### src/rtl/sram_arbiter.sv
// Two-port arbiter in front of a single packet-SRAM controller port: round robin, full/empty rejection, completion watchdog.
// Define SRAM_ARB_HOST_PRIO_EN to make the host (port 0) win every tie instead of alternating.
module sram_arbiter #(
  parameter int DW             = 16,
  parameter int TIMEOUT_CYCLES = 1024,
  parameter int TW             = 11
) (
  input  logic          clk,
  input  logic          reset,
  input  logic          s0_read,
  input  logic          s0_write,
  input  logic [DW-1:0] s0_wdata,
  output logic [DW-1:0] s0_rdata,
  output logic          s0_hint,
  output logic          s0_err,
  input  logic          s1_read,
  input  logic          s1_write,
  input  logic [DW-1:0] s1_wdata,
  output logic [DW-1:0] s1_rdata,
  output logic          s1_hint,
  output logic          s1_err,
  output logic          m_read,
  output logic          m_write,
  output logic [DW-1:0] m_wdata,
  input  logic [DW-1:0] m_rdata,
  input  logic          m_hint,
  input  logic          m_full,
  input  logic          m_empty,
  output logic          owner,
  output logic          busy,
  output logic          timeout_flag
);

  typedef enum logic [2:0] {IDLE, ISSUE, REJECT, ACK, GUARD} state_t;

  state_t        state_reg, state_next;
  logic          last_reg, last_next;
  logic          owner_reg, owner_next;
  logic          op_wr_reg, op_wr_next;
  logic          err_reg, err_next;
  logic [TW-1:0] cnt_reg, cnt_next;
  logic          m_read_reg, m_read_next;
  logic          m_write_reg, m_write_next;
  logic [DW-1:0] m_wdata_reg, m_wdata_next;
  logic [DW-1:0] rdata_reg [2];
  logic [DW-1:0] rdata_next [2];
  logic [1:0]    hint_reg, hint_next;
  logic [1:0]    serr_reg, serr_next;
  logic          busy_reg, busy_next;
  logic          tflag_reg, tflag_next;

  logic [1:0] req;
  logic [1:0] wr;
  logic       grant;

  assign req = {s1_read | s1_write, s0_read | s0_write};
  assign wr  = {s1_write, s0_write};

  always_comb begin
    state_next    = state_reg;
    last_next     = last_reg;
    owner_next    = owner_reg;
    op_wr_next    = op_wr_reg;
    err_next      = err_reg;
    cnt_next      = cnt_reg;
    m_read_next   = m_read_reg;
    m_write_next  = m_write_reg;
    m_wdata_next  = m_wdata_reg;
    rdata_next[0] = rdata_reg[0];
    rdata_next[1] = rdata_reg[1];
    tflag_next    = tflag_reg;
    grant         = 1'b0;

    case (state_reg)
      IDLE: begin
        if (|req) begin
          if (req == 2'b11) begin
`ifdef SRAM_ARB_HOST_PRIO_EN
            grant = 1'b0;
`else
            grant = ~last_reg;
`endif
          end else begin
            grant = req[1];
          end
          owner_next = grant;
          op_wr_next = wr[grant];
          if (wr[grant] ? m_full : m_empty) begin
            state_next = REJECT;
          end else begin
            state_next   = ISSUE;
            m_wdata_next = grant ? s1_wdata : s0_wdata;
            m_write_next = wr[grant];
            m_read_next  = ~wr[grant];
            cnt_next     = '0;
          end
        end
      end
      ISSUE: begin
        // A hint arriving on the last allowed cycle still counts as success.
        if (m_hint) begin
          m_read_next  = 1'b0;
          m_write_next = 1'b0;
          err_next     = 1'b0;
          if (!op_wr_reg) rdata_next[owner_reg] = m_rdata;
          state_next   = ACK;
        end else if (cnt_reg == TW'(TIMEOUT_CYCLES - 1)) begin
          m_read_next  = 1'b0;
          m_write_next = 1'b0;
          err_next     = 1'b1;
          tflag_next   = 1'b1;
          if (!op_wr_reg) rdata_next[owner_reg] = '1;
          state_next   = ACK;
        end else begin
          cnt_next = cnt_reg + 1'b1;
        end
      end
      REJECT: begin
        err_next   = 1'b1;
        state_next = ACK;
      end
      ACK: begin
        last_next  = owner_reg;
        state_next = GUARD;
      end
      GUARD:   state_next = IDLE;
      default: state_next = IDLE;
    endcase

    hint_next = 2'b00;
    if (state_next == ACK) hint_next[owner_next] = 1'b1;
    serr_next = hint_next & {2{err_next}};
    busy_next = (state_next != IDLE);
  end

  always_ff @(posedge clk or posedge reset) begin
    if (reset) begin
      state_reg    <= IDLE;
      last_reg     <= 1'b1;
      owner_reg    <= 1'b0;
      op_wr_reg    <= 1'b0;
      err_reg      <= 1'b0;
      cnt_reg      <= '0;
      m_read_reg   <= 1'b0;
      m_write_reg  <= 1'b0;
      m_wdata_reg  <= '0;
      rdata_reg[0] <= '0;
      rdata_reg[1] <= '0;
      hint_reg     <= 2'b00;
      serr_reg     <= 2'b00;
      busy_reg     <= 1'b0;
      tflag_reg    <= 1'b0;
    end else begin
      state_reg    <= state_next;
      last_reg     <= last_next;
      owner_reg    <= owner_next;
      op_wr_reg    <= op_wr_next;
      err_reg      <= err_next;
      cnt_reg      <= cnt_next;
      m_read_reg   <= m_read_next;
      m_write_reg  <= m_write_next;
      m_wdata_reg  <= m_wdata_next;
      rdata_reg[0] <= rdata_next[0];
      rdata_reg[1] <= rdata_next[1];
      hint_reg     <= hint_next;
      serr_reg     <= serr_next;
      busy_reg     <= busy_next;
      tflag_reg    <= tflag_next;
    end
  end

  assign s0_rdata     = rdata_reg[0];
  assign s1_rdata     = rdata_reg[1];
  assign s0_hint      = hint_reg[0];
  assign s1_hint      = hint_reg[1];
  assign s0_err       = serr_reg[0];
  assign s1_err       = serr_reg[1];
  assign m_read       = m_read_reg;
  assign m_write      = m_write_reg;
  assign m_wdata      = m_wdata_reg;
  assign owner        = owner_reg;
  assign busy         = busy_reg;
  assign timeout_flag = tflag_reg;

endmodule

### config.mk
export PLATFORM = sky130hd
export DESIGN_NAME = sram_arbiter
export DESIGN_NICKNAME = d
export VERILOG_FILES = /design/src/rtl/sram_arbiter.sv
export SDC_FILE = /design/constraint.sdc
export NUM_CORES = 1
export LEC_CHECK = 0
export CAP_MARGIN = 20
export CORE_UTILIZATION = 44
export DETAILED_ROUTE_END_ITERATION = 6
export HOLD_SLACK_MARGIN = 0.06
export PLACE_DENSITY = 0.8
export SKIP_LAST_GASP = 1
export SYNTH_ARGS = -nofsm -noshare
export SYNTH_HDL_FRONTEND = slang
export SYNTH_SLANG_ARGS = --single-unit
export TNS_END_PERCENT = 100
### constraint.sdc
create_clock -name clk -period 3.14 [get_ports clk]
set_input_delay 0.314 -clock clk [delete_from_list [all_inputs] [get_ports clk]]
set_output_delay 0.314 -clock clk [all_outputs]
set_load 0.05 [all_outputs]
; ---- Word-level counts from Yosys, hierarchy flattened
; Cells that the tools add are included.
[word_totals]
reg_bits = 74
inputBits = 57
output_inout_bits = 57
elab_cells = 95
[op_classes]
add_sub_neg = 1
n_lt_le_gt_ge = 5
n_eq_ne = 11
muxes = 40
bitwise_logic = 10
reduce_logical = 13
[op_table]
columns = op, n
row1 = 32-bit 2-to-1 mux, 4
row2 = 11-bit 2-to-1 mux, 4
row3 = 32-bit bitwise mux, 1
row4 = 16-bit 2-to-1 mux, 2
row5 = 32-bit OR, 1
row6 = 11-bit case mux with 2 select lines, 1
row7 = 1-bit 2-to-1 mux, 17
row8 = 16-bit demux with 1-bit select, 1
row9 = 3-bit case mux with 4 select lines, 1
row10 = 11-bit by 1-bit adder with 11-bit output (second input constant), 1
row11 = 11-bit by 10-bit equality test with 1-bit output (second input constant), 1
row12 = 3-bit by 2-bit equality test with 1-bit output (second input constant), 3
row13 = 3-bit 2-to-1 mux, 3
row14 = 3-bit AND reduction, 3
row15 = 2-bit != test (second input constant), 4
row16 = 1-bit case mux with 2 select lines, 3
row17 = 1-bit NOT, 5
row18 = 5-bit AND reduction, 1
row19 = 1-bit by 2-bit less-than comparator with 1-bit output (second input constant), 2
row20 = 2-bit 2-to-1 mux, 2
row21 = 4-bit AND reduction, 1
row22 = 2-bit nonzero test, 2
row23 = 3-bit by 1-bit equality test with 1-bit output (second input constant), 1
row24 = 3-bit zero test, 1
row25 = 13 further kinds, 15

; ---- Logic depth before layout (Yosys ltp)
[logic_depth]
depth_word = 14
mapped_depth = 7
mapped_depth_nobuf = 5

; ---- Worst setup path after synthesis
; No wires, ideal clock.
[synth_path]
kind = register to register
startpoint = register state_reg[1]
endpoint = register m_wdata_reg[0] (netlist: m_wdata[0])
t_arrival_ns = 1.786
slack_ns = 1.229
stages_incl_launch_ff = 8
n_path_buf = 3
synth_period_minus_slack_ns = 1.911
cell_sequence = dfrtp_1 buf_2 or3_1 nor3_1 mux2_4 buf_6 buf_6 mux2_4
[synth_between]
elab_chain_cells = 2
[synth_rtl]
columns = item, line
row1 = "start, declared", 36  ; state_t state_reg, state_next;
row2 = "start signal, assigned", 154  ; state_reg <= state_next;
row3 = 3-bit zero test, 74  ; case (state_reg)
row4 = 3-bit AND reduction (no source line), --
row5 = "end signal, assigned", 162  ; m_wdata_reg <= m_wdata_next;
row6 = "end, declared", 44  ; logic [DW-1:0] m_wdata_reg, m_wdata_next;
; Every way passes these cells.
; A chain may end at the register's enable or synchronous reset.

; ---- Worst setup path after layout
[layout_path]
startpoint = register cnt_reg[0]
endpoint = register rdata_reg, in the netlist s1_rdata[4]
[layout_between]
elab_chain_cells = 3
[layout_rtl]
columns = item, line
row1 = "start, declared", 41  ; logic [TW-1:0] cnt_reg, cnt_next;
row2 = "start signal, assigned", 159  ; cnt_reg <= cnt_next;
row3 = 11-bit by 10-bit equality test with 1-bit output, 107  ; end else if (cnt_reg == TW'(TIMEOUT_CYCLES - 1)) begin
row4 = 2-bit nonzero test (no source line), --
row5 = 3-bit AND reduction (no source line), --
row6 = "end, declared", 45  ; logic [DW-1:0] rdata_reg [2];
; Every way passes these cells.

==> summary.txt <==
Setup path
  • Crit Path Max Fanout: 16
  • Slowest cell on crit path: and3b_1
  • Critical path class: reg2reg
  • Cell Chain, Critical Path: ha_1, nand4_1, o41a_1, and3b_1, o22a_1
  • Crit path buf inv count: 0
  • Type of origin of the critical path: flip-flop
  • CP endpoint kind: flip-flop
  • Delay-heaviest family, CP: simple AND/OR/NAND/NOR gates
  • Worst EP arrival: 2.58 ns
  • Crit path required time: 3.42 ns
  • Max stage delay on crit path: 0.68 ns

Detailed routing
  • Overall routed net length: 7820 um
  • Routed len/inst: 16.0 um
  • Residual DRC: 0
  • Vias per cell: 5.39
  • Vias: 2,634
  • Final antenna-violating net count: 0
  • Drt pass-1 iters: 4
  • Drt first-iter violations: 135

Power and ir drop
  • Pwr/cell area: 1150 nW/um^2
  • Total power: 5.47 mW
  • Leakage: 1.96 nW
  • Max VDD drop: 607 uV

Clock network
  • Root buffer cell: clkbuf_8
  • Clock sinks: 73
  • Postcts setup bufs: 0
  • CTS tree: yes
  • Cts hold-fix bufs: 0
  • Clk pin slew, worst setup/hold paths: 0.08 ns
  • Max clock buf depth: 2
  • Worst-skew pair later-pin latency: 0.34 ns
  • TritonCTS buffer count: 9
  • H-Tree Depth: 3
  • Cts repair resizes: 0

STA
  • Fin crit share: 73.2%
  • Achievable Freq: 435 MHz
  • Max-slew violations: 0
  • Setup_tns: 0 ns
  • RSZ-0062 raised after global routing: false
  • Fin Clk Skew: 0.0134 ns
  • Endpoints failing hold: 0
  • Rel. slew slack: 54.9%
  • Post-route minimum period: 2.30 ns
  • Worst slew pin tran: 0.677 ns
  • Endpoints failing setup: 0

Placed design
  • Placer Congestion: 0.791
  • Dpl hpwl: 5530 um
  • Buffers on Ports: 113
  • Placed instance area: 4530 um^2

Final layout
  • Final instance area: 4770 um^2
  • Area Overhead vs Synth: 43.9%
  • Commonest non-fill, non-tap cells in the layout: clkdlybuf4s50_1 (113), dfrtp_1 (72), nor2_1 (23)
  • Layout cells sized above 1: 14.6%
  • N_diodes: 0
  • Final nets: 443
  • Most common cell after layout, fill and taps aside: clkdlybuf4s50_1
  • Fill cells: 580

Global routing
  • Vias in the first global route: 2,675
  • GRT Total Usage: 21.5%
  • GRT overflow: 0
  • Initial antenna violation count: 0
  • First-pass GRT wire length: 12,600 um
  • Largest net degree at the start of global routing: 74

Synth
  • Dominant synthesized flop cell: dfrtp_1
  • Synthesis-stage register bit count: 73
  • Synth top area share: 54.3%
  • Unique masters post-synth: 52
  • Post-synth ARST share: 100%
  • Post-Syn Nets: 330
  • Cell taking the most area after synthesis: dfrtp_1
  • Seq/Total Area, Yosys: 55.1%
  • Syn. warnings: 0
  • Top cells by area, synth: dfrtp_1 (54%), mux2_2 (6.1%), o22a_1 (4.5%)
  • Number of synthesized flops with an enable pin: 0
  • Syn_area_per_cell: 12.2 um^2
  • Synthesized area: 3320 um^2
  • Post-Synthesis Cells: 272

Outcome
  • Status: finished, final reports clean

Floorplanning
  • Total die area: 7890 um^2
  • Die Width: 88.8 um
  • FP Rows: 31
  • Ports: 114
  • Core Box Area: 7250 um^2
  • Height of the die: 88.8 um
  • Starting Density: 45.7%

Min path
  • Worst Hold Class: in2async

Run
  • Number of max-cap violations: 0
[path summary, 6_finish.rpt]
kind | start | endpoint | slack (ns) | cells past startpoint
max in group asynchronous | reset | last_reg | 2.45 | 3
worst max register to register | cnt_reg[0] | s1_rdata[4] | 0.84 | 5
worst min-delay path | reset | s1_rdata[0] | 0.37 | 3
min in group clk | m_wdata[10] | m_wdata[10] | 0.49 | 1
worst max-delay path | cnt_reg[0] | s1_rdata[4] | 0.84 | 5
worst min register to register | m_wdata[10] | m_wdata[10] | 0.49 | 1
[cells by family after synthesis]
logic type / Yosys count / share of synthesized area [%]
XOR/XNOR: 1 / 0.264
flip-flops: 73 / 55.1
multiplexers: 37 / 13.5
AND/OR/NAND/NOR: 66 / 11.3
adder cells (fa/ha/maj): 1 / 0.377
AO/OA/AOI/OAI: 70 / 15.9
buffers and inverters: 24 / 3.55
[cell type report]
class | instances | area [um^2] | area share, %
inverter | 8 | 30.0 | 0.629
timing repair buffer | 118 | 1180 | 24.8
tap | 99 | 124 | 2.60
multi-input combinational | 175 | 1370 | 28.7
clock buffer | 12 | 165 | 3.46
clock inverter | 4 | 73.8 | 1.55
sequential | 73 | 1830 | 38.3
[synth_stat cells, drive strengths merged, types with 2 or more instances]
master,number
or4,3
mux2i,2
and2,2
nor3,6
o2bb2ai,16
nand3,2
mux2,35
buf,10
and3,2
nand4,4
nand2,8
nor3b,2
o31ai,4
o22a,17
inv,7
clkbuf,6
nor2,23
or3,5
dfrtp,72
a21boi,2
nor4,3
o21ai,12
a21oi,8
[report_power, final]
group | leakage, nW | internal (mW) | switching [mW]
clock network | 0.123 | 0.513 | 0.339
logic | 0.942 | 1.14 | 1.84
registers | 0.899 | 1.35 | 0.288
[worst register-to-register path: stages, from the launching register on]
cell	delay [ns]
dfrtp_1	0.42
ha_1	0.26
nand4_1	0.20
o41a_1	0.42
and3b_1	0.68
o22a_1	0.26
[through the flow]
stage | cells | worst slack (ns) | hold slack, ns | util [%]
final | 489 | 0.842 | 0.373 | 65.8
after global placement | 473 | 0.729 | 0.469 | 62.5
after detailed placement | 473 | 0.677 | 0.476 | 62.5
after floorplan | 272 | 0.974 | 0.462 | -
after global routing | 489 | 0.749 | 0.417 | 65.8
after CTS | 489 | 0.868 | 0.382 | 65.8
[metal layers]
layer,wire (um),GRT usage [%]
met1,3410,27.5
met2,3780,34.4
met3,498,6.06
met4,131,8.80
met5,0,0
Note: power is estimated with default switching activity, not from simulation.
